## src/rtl/ldmx_reg_responder.sv

```systemverilog
// Strobe/ack register responder: services level read/write strobes against a local
// bank of RW control words, RO status words, an error counter and a pulse register.
module ldmx_reg_responder #(
    parameter int          NREG        = 16,
    parameter int          NSTAT       = 8,
    parameter int          WAIT_CYCLES = 0,
    parameter logic [31:0] CTRL_RESET  = 32'h0
) (
    input  logic                  axilClk,
    input  logic                  axilRstL,
    input  logic [7:0]            addr,
    input  logic [31:0]           wdata,
    input  logic                  wstr,
    input  logic                  rstr,
    output logic                  wack,
    output logic                  rack,
    output logic [31:0]           dout,
    output logic [32*NREG-1:0]    ctrl_out,
    input  logic [32*NSTAT-1:0]   stat_in,
    output logic [31:0]           pulse_out
);

    localparam logic [7:0]  STAT_BASE     = 8'h40;
    localparam logic [7:0]  ERR_ADDR      = 8'h7E;
    localparam logic [7:0]  PULSE_ADDR    = 8'h7F;
    localparam logic [31:0] UNMAPPED_DATA = 32'hDEADBEEF;
    localparam logic [3:0]  WAIT_LOAD     = 4'(WAIT_CYCLES > 0 ? WAIT_CYCLES - 1 : 0);

    typedef enum logic [1:0] {
        S_IDLE,
        S_WAIT,
        S_ACK,
        S_HOLD
    } state_t;

    state_t        state_q, state_d;
    logic          op_wr_q, op_wr_d;
    logic [7:0]    addr_q, addr_d;
    logic [31:0]   wdata_q, wdata_d;
    logic [3:0]    cnt_q, cnt_d;
    logic [15:0]   err_q, err_d;
    logic [31:0]   ctrl_q [NREG];
    logic [31:0]   ctrl_d [NREG];
    logic          wack_q, wack_d;
    logic          rack_q, rack_d;
    logic [31:0]   dout_q, dout_d;
    logic [31:0]   pulse_q, pulse_d;

    logic [7:0]    acc_addr;
    logic [31:0]   acc_wdata;
    logic          hit_ctrl;
    logic          hit_stat;
    logic          hit_err;
    logic          hit_pulse;
    logic [31:0]   rd_word;
    logic [15:0]   err_inc;
    logic          op_stb;
    logic          commit;
    logic          commit_wr;

    // With no wait states the commit happens on the very edge that samples the
    // strobe, so the access uses the live bus instead of the latched copy.
    always_comb begin
        acc_addr  = (state_q == S_IDLE) ? addr  : addr_q;
        acc_wdata = (state_q == S_IDLE) ? wdata : wdata_q;
        hit_ctrl  = 1'b0;
        hit_stat  = 1'b0;
        hit_err   = (acc_addr == ERR_ADDR);
        hit_pulse = (acc_addr == PULSE_ADDR);
        rd_word   = UNMAPPED_DATA;
        for (int unsigned i = 0; i < NREG; i++) begin
            if (acc_addr == 8'(i)) begin
                hit_ctrl = 1'b1;
                rd_word  = ctrl_q[i];
            end
        end
        for (int unsigned i = 0; i < NSTAT; i++) begin
            if (acc_addr == STAT_BASE + 8'(i)) begin
                hit_stat = 1'b1;
                rd_word  = stat_in[32*i +: 32];
            end
        end
        if (hit_err) begin
            rd_word = {16'h0, err_q};
        end
        if (hit_pulse) begin
            rd_word = '0;
        end
        err_inc = (err_q == '1) ? err_q : err_q + 16'd1;
    end

    always_comb begin
        state_d   = state_q;
        op_wr_d   = op_wr_q;
        addr_d    = addr_q;
        wdata_d   = wdata_q;
        cnt_d     = cnt_q;
        err_d     = err_q;
        wack_d    = 1'b0;
        rack_d    = 1'b0;
        dout_d    = '0;
        pulse_d   = '0;
        commit    = 1'b0;
        commit_wr = 1'b0;
        op_stb    = op_wr_q ? wstr : rstr;
        for (int unsigned i = 0; i < NREG; i++) begin
            ctrl_d[i] = ctrl_q[i];
        end

        case (state_q)
            S_IDLE: begin
                if (wstr || rstr) begin
                    op_wr_d = wstr;
                    addr_d  = addr;
                    if (wstr) begin
                        wdata_d = wdata;
                    end
                    if (WAIT_CYCLES == 0) begin
                        state_d   = S_ACK;
                        commit    = 1'b1;
                        commit_wr = wstr;
                    end else begin
                        state_d = S_WAIT;
                        cnt_d   = WAIT_LOAD;
                    end
                end
            end
            S_WAIT: begin
                if (!op_stb) begin
                    state_d = S_IDLE;
                end else if (cnt_q == '0) begin
                    state_d   = S_ACK;
                    commit    = 1'b1;
                    commit_wr = op_wr_q;
                end else begin
                    cnt_d = cnt_q - 4'd1;
                end
            end
            S_ACK: begin
                state_d = S_HOLD;
            end
            S_HOLD: begin
                if (!op_stb) begin
                    state_d = S_IDLE;
                end
            end
            default: begin
                state_d = S_IDLE;
            end
        endcase

        if (commit) begin
            if (commit_wr) begin
                wack_d = 1'b1;
                if (hit_ctrl) begin
                    for (int unsigned i = 0; i < NREG; i++) begin
                        if (acc_addr == 8'(i)) begin
                            ctrl_d[i] = acc_wdata;
                        end
                    end
                end else if (hit_err) begin
                    err_d = '0;
                end else if (hit_pulse) begin
                    pulse_d = acc_wdata;
                end else begin
                    err_d = err_inc;
                end
            end else begin
                rack_d = 1'b1;
                dout_d = rd_word;
                if (!(hit_ctrl || hit_stat || hit_err || hit_pulse)) begin
                    err_d = err_inc;
                end
            end
        end
    end

    always_ff @(posedge axilClk or negedge axilRstL) begin
        if (!axilRstL) begin
            state_q <= S_IDLE;
            op_wr_q <= 1'b0;
            addr_q  <= '0;
            wdata_q <= '0;
            cnt_q   <= '0;
            err_q   <= '0;
            wack_q  <= 1'b0;
            rack_q  <= 1'b0;
            dout_q  <= '0;
            pulse_q <= '0;
            for (int unsigned i = 0; i < NREG; i++) begin
                ctrl_q[i] <= CTRL_RESET;
            end
        end else begin
            state_q <= state_d;
            op_wr_q <= op_wr_d;
            addr_q  <= addr_d;
            wdata_q <= wdata_d;
            cnt_q   <= cnt_d;
            err_q   <= err_d;
            wack_q  <= wack_d;
            rack_q  <= rack_d;
            dout_q  <= dout_d;
            pulse_q <= pulse_d;
            for (int unsigned i = 0; i < NREG; i++) begin
                ctrl_q[i] <= ctrl_d[i];
            end
        end
    end

    for (genvar g = 0; g < NREG; g++) begin : g_ctrl_out
        assign ctrl_out[32*g +: 32] = ctrl_q[g];
    end

    assign wack      = wack_q;
    assign rack      = rack_q;
    assign dout      = dout_q;
    assign pulse_out = pulse_q;

endmodule

```

## config.mk

```make
export PLATFORM = sky130hd
export DESIGN_NAME = ldmx_reg_responder
export DESIGN_NICKNAME = d
export VERILOG_FILES = /design/src/rtl/ldmx_reg_responder.sv
export SDC_FILE = /design/constraint.sdc
export NUM_CORES = 1
export LEC_CHECK = 0
export BUFFER_PORTS_ARGS = -buffer_cell sky130_fd_sc_hd__buf_4
export CORE_AREA = 2 2 340 342
export DETAILED_ROUTE_END_ITERATION = 12
export DIE_AREA = 0 0 342 344
export PLACE_DENSITY = 0.51
export SLEW_MARGIN = 20
export SYNTH_ARGS = -nofsm -noshare
export SYNTH_HDL_FRONTEND = slang
export SYNTH_SLANG_ARGS = --single-unit
```

## constraint.sdc

```tcl
create_clock -name axilClk -period 2.6 [get_ports axilClk]
set_input_delay 0.39 -clock axilClk [delete_from_list [all_inputs] [get_ports axilClk]]
set_output_delay 0.39 -clock axilClk [all_outputs]
set_load 0.02 [all_outputs]
```

Word level (Yosys, flattened, before mapping):

Index checks and enable logic that the tools add are counted.

* multiplexer cells: 83
* equality and inequality tests: 35
* bitwise gates (word level): 1
* add/sub/neg operators: 2
* reduce and logical (&&, ||, !) cells: 28

Operator list (number)
* $mux 32: 34
* $mux 16: 6
* $eq 8x7->1 const B: 10
* $reduce_and 4->1: 17
* $eq 8x4->1 const B: 8
* $mux 1: 35
* $eq 8x3->1 const B: 4
* $add 16x1->16 const B: 1
* $eq 16x16->1 const B: 1
* $eq 8x2->1 const B: 2
* $reduce_and 3->1: 3
* $eq 8x1->1 const B: 1
* $logic_not 8->1: 1
* $mux 2: 4
* $mux 8: 1
* $pmux 2 s4: 1
* $ne 2x2->1 const B: 3
* $ne 3x3->1 const B: 2
* $eq 2x2->1 const B: 2
* $logic_not 4->1: 1
* $logic_or 1x1->1: 4
* $pmux 1 s2: 2
* $sub 4x1->4 const B: 1
* $eq 2x1->1 const B: 1
* 4 further kinds: 4

* output and inout bits: 578
* input port bits: 300
* flip-flop bits (word level): 641

Longest topological paths before layout:

Gate-level depths: netlist (run 1).

* depth after elaboration: 31
* gate-level depth with buffers: 14
* mapped depth without buffers: 12

Least setup slack after synthesis (run 1):

OpenSTA, ideal clock, no wires.

* path kind: register -> register
* from: register state_q[1]
* to: register dout_q[26], in the netlist dout[26]
* period minus slack after synthesis: 2665 ps
* arrival time: 2538 ps
* path slack: -65 ps
* cell stages (with the launch flop): 13
* cells stage by stage: dfrtp_1 buf_6 or4_4 o31ai_4 buf_6 nand4_1 buf_2 o22ai_1 nor4_1 a221oi_1 nor3_1 a211oi_1 nor3_1

* cells in the longest elaborated chain, start to end: 31
* elaborated cells on any way between the ends: 59

RTL lines
* start: declaration: line 36 `state_t state_q, state_d;`
* start signal: assignment: line 194 `state_q <= state_d;`
* $logic_not 2->1: line 64, 110
* $mux 8: line 64 `acc_addr = (state_q == S_IDLE) ? addr : addr_q;`
* $logic_not 8->1: line 72 `if (acc_addr == 8'(i)) begin`
* $mux 32 (16 in a row): line 72
* $mux 32 (8 in a row): line 78 `if (acc_addr == STAT_BASE + 8'(i)) begin`
* $mux 32: line 83 `if (hit_err) begin`
* $mux 32: line 86 `if (hit_pulse) begin`
* $mux 32: line 153 `if (commit_wr) begin`
* $mux 32 *: line 152 `if (commit) begin`
* net dout_d[26]: line 46 `logic [31:0] dout_q, dout_d;`
* end signal: assignment: line 202 `dout_q <= dout_d;`
* end: declaration: line 46

Mark *: on every way through the listed nets, which the timed path passes. The rest lies on a longest branch.
A chain may end at the register's enable or synchronous reset.

Worst setup path after layout (run 1):

* from: register state_q[0]
* to: register dout_q[18], in the netlist dout[18]

Same word-level chain as after synthesis.

==> results of run 1 <==
## power groups by stage
stage | registers (mW) | clock network [mW] | logic [mW]
3_5_place_dp | 15.2 | 0 | 21.7
2_1_floorplan | 15.8 | 0 | 6.86
3_3_place_gp | 15.2 | 0 | 21.6
4_1_cts | 15.2 | 11.8 | 23.8
6_report | 15.4 | 11.7 | 25.0
5_1_grt | 15.4 | 12.2 | 25.8
## metrics by stage
stage	setup TNS [ns]	worst slack [ns]	total power [mW]
6_report	-126.22	-0.7255	52.09
5_1_grt	-167.67	-0.7492	53.44
4_1_cts	-95.87	-0.6843	50.72
3_5_place_dp	-170.58	-1.530	36.90
3_3_place_gp	-163.00	-1.547	36.81
2_1_floorplan	0	0.006897	22.66
## worst max-delay path: cells and delay by family, from the launching register on
family                 cells  cell delay, ns
DFF                        1            0.48
buffers and inverters      4            0.75
AOI/OAI and AO/OA          4            0.97
and+or+nand+nor            5            0.96
## worst min-delay path by stage
stage / start / to / slack, ns / cells after the start
floorplan: axilRstL / addr_q[0]$_DFFE_PN0P_ / 0.09 / 0
global placement: axilRstL / pulse_out[11]$_DFF_PN0_ / 0.39 / 1
detailed placement: axilRstL / pulse_out[11]$_DFF_PN0_ / 0.38 / 1
CTS: stat_in[220] / dout[28]$_DFF_PN0_ / 0.0004 / 3
global route: wdata[25] / wdata_q[25]$_DFFE_PN0P_ / 0.02 / 2
finish: wdata[25] / wdata_q[25]$_DFFE_PN0P_ / 0.02 / 2
## cell families (layout without fill, tap and decap cells)
family | after synthesis | after routing | share of synthesized area (%)
compound gates | 1129 | 1130 | 22.83
xor+xnor | 12 | 12 | 0.3575
simple gates | 1002 | 1003 | 15.20
buf+inv | 269 | 1784 | 4.174
fa+ha+maj | 2 | 2 | 0.08509
flops | 641 | 641 | 54.55
mux | 77 | 77 | 2.796
other cells | 0 | 9 | 0
## flip-flops by register name, indices dropped and copies added (netlist names), 2 cells and up
name	count
ctrl_out	512
dout	32
cnt_q	4
wdata_q	32
addr_q	8
state_q	2
pulse_out	32
err_q	16
## placed cells by master, fill, tap and decap left out, drive strengths merged, types with 7 or more instances in the layout
| cell type | instances |
|---|---|
| a221oi | 38 |
| nand4 | 20 |
| clkbuf | 111 |
| o31ai | 14 |
| a22oi | 14 |
| nand3 | 26 |
| clkinv | 12 |
| inv | 18 |
| o221ai | 56 |
| a211o | 7 |
| diode | 9 |
| mux2i | 36 |
| nand2 | 213 |
| o21ai | 224 |
| o22a | 11 |
| mux2 | 41 |
| a21oi | 526 |
| clkinvlp | 8 |
| o211ai | 13 |
| nor4 | 34 |
| a221o | 9 |
| nor2 | 578 |
| and3 | 10 |
| o22ai | 153 |
| nor3 | 71 |
| buf | 1595 |
| a211oi | 12 |
| bufinv | 10 |
| dfrtp | 641 |
| dlygate4sd3 | 28 |
| nand2b | 10 |
| or4 | 9 |
| o21a | 9 |
| xor2 | 9 |
## area by class of cell
class	count	area [sq um]	share of cell area, %
sequential	641	16040	31.83
multi-input combinational	2224	15000	29.76
timing repair buffer	1630	14700	29.15
clock buffer	106	2220	4.404
tap	1512	1892	3.753
clock inverter	32	471.7	0.9358
inverter	16	60.06	0.1192
antenna	9	22.52	0.04468
## metal layers
| layer | share of wire (%) | routed length, microns | GRT usage [%] | vias to the layer above |
|---|---|---|---|---|
| li1 | - | - | - | 14300 |
| met5 | 0.11 | 236 | 0 | - |
| met4 | 5.4 | 11710 | 15.22 | 38 |
| met2 | 43 | 93380 | 52.36 | 2196 |
| met3 | 12 | 25810 | 12.36 | 536 |
| met1 | 39 | 84680 | 45.53 | 17300 |
## what timing repair did
action                                  CTS  global route
hold endpoints to repair                 50             0
buffers inserted                        103            45
gates resized for setup                 519           274
pin swaps                               144           105
gates cloned                             17             9
endpoints found under the setup margin  596           613
hold buffers                             28             0
==> flow_metrics.py, run 1 <==
metrics = {
    "floorplan": {
        "ioPinCount": 878,
        "start_util_pct": 25.82,
        "design.die.area_sq_um": 117600,
        "dieHeight_microns": 344,
        "die_w_microns": 342,
        "rows": 124,
        "core_area_sq_um": 113900,
    },
    "yosys": {
        "synthesis.nets": 3434,
        "synthMostInstantiatedCell": "dfrtp_1",
        "syn_area_sq_um": 29400,
        "async_flop_share_pct": 100.0,
        "syn_inst": 3132,
        "yosys-top-cells-count": "dfrtp_1 (641), nor2_1 (564), a21oi_1 (526)",
        "yosys_warnings": 0,
        "syn_area_per_cell_sq_um": 9.388,
        "synth_edf_count": 0,
        "synth_top_cells_by_area": "dfrtp_1 (55%), a21oi_1 (9.0%), nor2_1 (7.2%)",
        "yosysTopAreaCellShare_pct": 54.55,
        "synth_seq_cells": 641,
        "ys.flop_type": "dfrtp_1",
        "ys_types": 85,
        "yosysTopAreaCell": "dfrtp_1",
        "seq_area_frac_synth_pct": 54.55,
    },
    "layout": {
        "stdcell_area_sq_um": 50400,
        "areaGrowthSynthToFinish_pct": 71.43,
        "final_nets": 4891,
        "stdcell_count": 6170,
        "fill_cells": 11100,
        "finish.utilization_pct": 44.26,
        "final_layout_size_suffix_gt1_share_pct": 48.31,
    },
    "sta": {
        "worst_slew_pin_slew_ns": 0.9298,
        "finalCritPeriodShare_pct": 127.9,
        "skew_ns": 0.02074,
        "fin_crit_ns": 3.326,
        "fin_hold_ws_ns": 0.02207,
        "slew_headroom_pct": 38.01,
        "layout_setup_ws_ns": -0.7255,
        "rsz0062_at_grt": "yes",
        "fmaxAchievable_mhz": 300.7,
        "setup_viol": 547,
        "drv_slew": 0,
        "final-hold-violation-count": 0,
    },
    "worst_setup_path": {
        "r2r_end": "dout[18]$_DFF_PN0_",
        "path_cells": "or4_4, o31ai_4, buf_6, nand4_1, buf_12, buf_12, o22ai_4, nor4_4, a221oi_4, buf_4, nor3_2, a211oi_2, nor3_2",
        "r2r_slack_ns": -0.73,
        "cp_max_fo": 13,
        "reg2reg_from": "state_q[0]$_DFFE_PN0P_",
        "crit_slowest_cell": "or4_4",
        "ff2ff_path_depth": 13,
        "cpPeakStageDelay_ns": 0.59,
        "worst_ep_arrival_time_ns": 3.82,
        "required_ns": 3.09,
        "startpoint_type": "flop",
        "startpoint": "state_q[0]$_DFFE_PN0P_",
        "end_kind": "flop",
        "criticalPathCategory": "reg2reg",
        "crit_path_end": "dout[18]$_DFF_PN0_",
    },
    "pwr": {
        "clkPwrFrac_pct": 22.5,
        "comb_power_share_pct": 48.0,
        "power.share.sequential_pct": 29.5,
        "p_per_area_nw_per_um2": 1033,
        "power_leakage_nw": 24.10,
        "ir_drop_v": 0.0004991,
        "intPower_mw": 29.12,
        "sw_frac_of_total_pct": 44.11,
        "power.switching_mw": 22.98,
    },
    "grt": {
        "grt_pass1_vias": 32420,
        "grt_first_pass_wirelength_microns": 283900,
        "grt_overflow_total": 0,
        "grt.total_usage_pct": 34.98,
        "antenna_found_initial": 27,
        "grt_max_degree": 80,
    },
    "drt": {
        "wl_per_cell_microns": 34.98,
        "route.detailed.drc": 0,
        "initialDrtViolationCount": 4178,
        "drt-pass1-iter-count": 6,
        "totalWireLength_microns": 215800,
        "route.vias.total": 34370,
        "detail-route-antenna-nets": 0,
        "via_per_inst": 5.570,
    },
    "placed_design": {
        "dp_hpwl_microns": 166300,
        "numPortBuffers": 877,
        "gp_congestion": 1.034,
        "placed_cells": 5851,
        "placed_cell_area_sq_um": 42600,
    },
    "clock_network": {
        "clk_path_buf_depth": 3,
        "cts_made_buffers": 76,
        "htreeDepth": 3,
        "clock_insertion_delay_worst_skew_ns": 0.65,
        "clock-sinks": 641,
        "clkTransAtPathRegs_ns": 0.06,
        "cts_tree": "done",
        "cts-root-buf": "clkbuf_16",
    },
    "hold_path": {
        "hold_path.class": "in2reg",
    },
    "status": {
        "failed_checks": "negative setup slack",
        "outcome": "finished with violations",
    },
    "run": {
        "cap_violations": 0,
    },
}
No activity file was read; power rests on OpenSTA's default activity.
==> inputs of run 2 (changes only) <==
- CORE_AREA: 2 2 340 342 -> 2 2 343 345
- DIE_AREA: 0 0 342 344 -> 0 0 345 347
- PLACE_DENSITY: 0.51 -> 0.49
- clock period: 2.6 -> 3.8 ns (I/O delays scaled with it)
==> flow_metrics.py, run 2 (synthesis gave the netlist of run 1 again) <==
metrics = {
    "status": {
        "outcome": "finished with violations",
        "failed_checks": "negative setup slack",
    },
    "sta": {
        "worst_slew_pin_slew_ns": 0.9982,
        "fin_crit_ns": 3.817,
        "drv_slew": 0,
        "skew_ns": 0.03747,
        "layout_setup_ws_ns": -0.01716,
        "final-hold-violation-count": 0,
        "fmaxAchievable_mhz": 262.0,
        "slew_headroom_pct": 33.45,
        "setup_tns_ns": -0.01716,
        "rsz0062_at_grt": "yes",
        "setup_viol": 1,
        "finalCritPeriodShare_pct": 100.5,
        "fin_hold_ws_ns": 0.1429,
    },
    "grt": {
        "antenna_found_initial": 25,
        "grt.total_usage_pct": 32.56,
        "grt_max_degree": 95,
        "grt_first_pass_wirelength_microns": 269600,
        "grt_pass1_vias": 29780,
        "grt_overflow_total": 0,
    },
    "floorplan": {
        "rows": 125,
        "start_util_pct": 25.41,
        "design.die.area_sq_um": 119700,
        "core_area_sq_um": 115700,
        "die_w_microns": 345,
        "ioPinCount": 878,
        "dieHeight_microns": 347,
    },
    "layout": {
        "areaGrowthSynthToFinish_pct": 44.13,
        "stdcell_count": 5712,
        "fill_cells": 11850,
        "final_nets": 4427,
        "final_layout_size_suffix_gt1_share_pct": 34.31,
        "largest_register_ffs": 512,
        "finish.utilization_pct": 36.62,
        "layout_common_cells": "buf_4 (1118), dfrtp_1 (641), nor2_1 (561)",
        "final_common_cell": "buf_4",
    },
    "worst_setup_path": {
        "required_ns": 4.34,
        "ff2ff_path_depth": 12,
        "criticalPathCategory": "reg2reg",
        "r2r_end": "dout[13]$_DFF_PN0_",
        "worst_ep_arrival_time_ns": 4.36,
        "startpoint": "state_q[1]$_DFFE_PN0P_",
        "crit_path_end": "dout[13]$_DFF_PN0_",
        "reg2reg_from": "state_q[1]$_DFFE_PN0P_",
        "end_kind": "flop",
        "cp_max_fo": 16,
        "r2r_slack_ns": -0.02,
        "startpoint_type": "flop",
    },
    "placed_design": {
        "dp_hpwl_microns": 160100,
        "post-place-ws_ns": -0.03148,
        "numPortBuffers": 877,
        "placed_cells": 5565,
        "gp_congestion": 0.9975,
    },
    "drt": {
        "wl_per_cell_microns": 35.36,
        "totalWireLength_microns": 202000,
        "drt-pass1-iter-count": 7,
        "detail-route-antenna-nets": 0,
        "route.detailed.drc": 0,
        "route.vias.total": 31450,
        "initialDrtViolationCount": 3610,
        "via_per_inst": 5.506,
    },
    "pwr": {
        "comb_power_share_pct": 43.5,
        "power.share.sequential_pct": 32.4,
        "sw_frac_of_total_pct": 45.67,
        "p_per_area_nw_per_um2": 749.1,
        "ir_drop_v": 0.0003389,
        "power.switching_mw": 14.50,
        "power_leakage_nw": 20.54,
        "intPower_mw": 17.25,
        "clkPwrFrac_pct": 24.2,
    },
    "run": {
        "cap_violations": 0,
    },
    "clock_network": {
        "clock-sinks": 641,
        "cts-root-buf": "clkbuf_16",
        "clk_path_buf_depth": 3,
        "htreeDepth": 3,
        "cts_made_buffers": 78,
        "clock_insertion_delay_worst_skew_ns": 0.69,
        "cts_tree": "done",
        "clkTransAtPathRegs_ns": 0.06,
    },
    "hold_path": {
        "hold_path.class": "in2reg",
        "hp-start": "addr[2]",
    },
}
-- run 2: cell count changes in the layout (fill, tap and decap cells not counted), moves of 27 or more --
| cell | previous run | this run |
|---|---|---|
| a21oi_1 | 476 | 524 |
| a21oi_2 | 43 | 2 |
| buf_12 | 117 | 43 |
| buf_4 | 1340 | 1118 |
| buf_6 | 103 | 2 |
| dlygate4sd3_1 | 28 | 1 |
| nand2_1 | 176 | 208 |
| nor2_1 | 524 | 561 |
| nor3_1 | 37 | 64 |
| o21ai_0 | 112 | 197 |
| o21ai_2 | 52 | 3 |
| o22ai_1 | 101 | 152 |
| o22ai_2 | 33 | 1 |
-- run 2: worst min-delay path by stage --
stage / to / slack, ns / cells past startpoint
4_1_cts: addr_q[2]$_DFFE_PN0P_ / 0.1 / 3
6_report: addr_q[2]$_DFFE_PN0P_ / 0.14 / 3
3_5_place_dp: ctrl_out[412]$_DFFE_PN0P_ / 0.50 / 2
2_1_floorplan: addr_q[0]$_DFFE_PN0P_ / 0.27 / 0
3_3_place_gp: ctrl_out[412]$_DFFE_PN0P_ / 0.49 / 2
5_1_grt: wdata_q[12]$_DFFE_PN0P_ / 0.14 / 2
-- run 2: area by class of cell --
| class | instances | area, sq um | share of cell area [%] |
|---|---|---|---|
| antenna | 6 | 15.01 | 0.03543 |
| clock buffer | 108 | 2195 | 5.178 |
| inverter | 16 | 60.06 | 0.1417 |
| clock inverter | 29 | 366.6 | 0.8650 |
| timing repair buffer | 1166 | 9326 | 22.01 |
| sequential | 641 | 16040 | 37.85 |
| multi-input combinational | 2222 | 12470 | 29.42 |
| tap | 1524 | 1907 | 4.499 |
-- run 2: critical path, cell delays in order (launching register included) --
cell and delay (ns):
dfrtp_1 0.47, buf_4 0.20, or4_4 0.54, o31ai_4 0.17
buf_4 0.28, nand4_1 0.24, buf_12 0.26, o22ai_1 0.16
nor3_1 0.14, nor4_1 0.53, o31a_1 0.43, buf_4 0.17
nor4_1 0.04
-- run 2: stage by stage --
| stage | cell area (sq um) | total power, mW |
|---|---|---|
| after floorplan | 29400 | 15.43 |
| after global placement | 39680 | 23.85 |
| after detailed placement | 39680 | 23.91 |
| after CTS | 42280 | 31.59 |
| after global routing | 42380 | 32.65 |
| final | 42380 | 31.75 |
-- run 2: repair_timing --
| action | in CTS | in global routing |
|---|---|---|
| cloned | 0 | 1 |
| setup buffers | 0 | 2 |
| resized for setup | 4 | 12 |
| setup endpoints to repair | 4 | 15 |
| pin swaps | 0 | 2 |
| hold buffers | 1 | 0 |
| endpoints found under the hold margin | 62 | 0 |
-- run 2: power by group through the flow --
| stage | combinational (mW) | sequential (mW) | clock, mW |
|---|---|---|---|
| 3_5_place_dp | 13.6 | 10.3 | 0 |
| 4_1_cts | 13.6 | 10.2 | 7.75 |
| 3_3_place_gp | 13.5 | 10.3 | 0 |
| 2_1_floorplan | 4.63 | 10.8 | 0 |
| 5_1_grt | 14.3 | 10.3 | 8.02 |
| 6_report | 13.8 | 10.3 | 7.67 |
-- run 2: per-layer routing --
layer / vias up / wire length (microns) / global-route usage [%] / share of wire, %
met2: 1815 / 91800 / 51.32 / 45
li1: 13310 / - / - / -
met1: 16000 / 81220 / 41.51 / 40
met3: 300 / 21380 / 11.29 / 11
met5: - / 175 / 0 / 0.087
met4: 26 / 7405 / 10.98 / 3.7
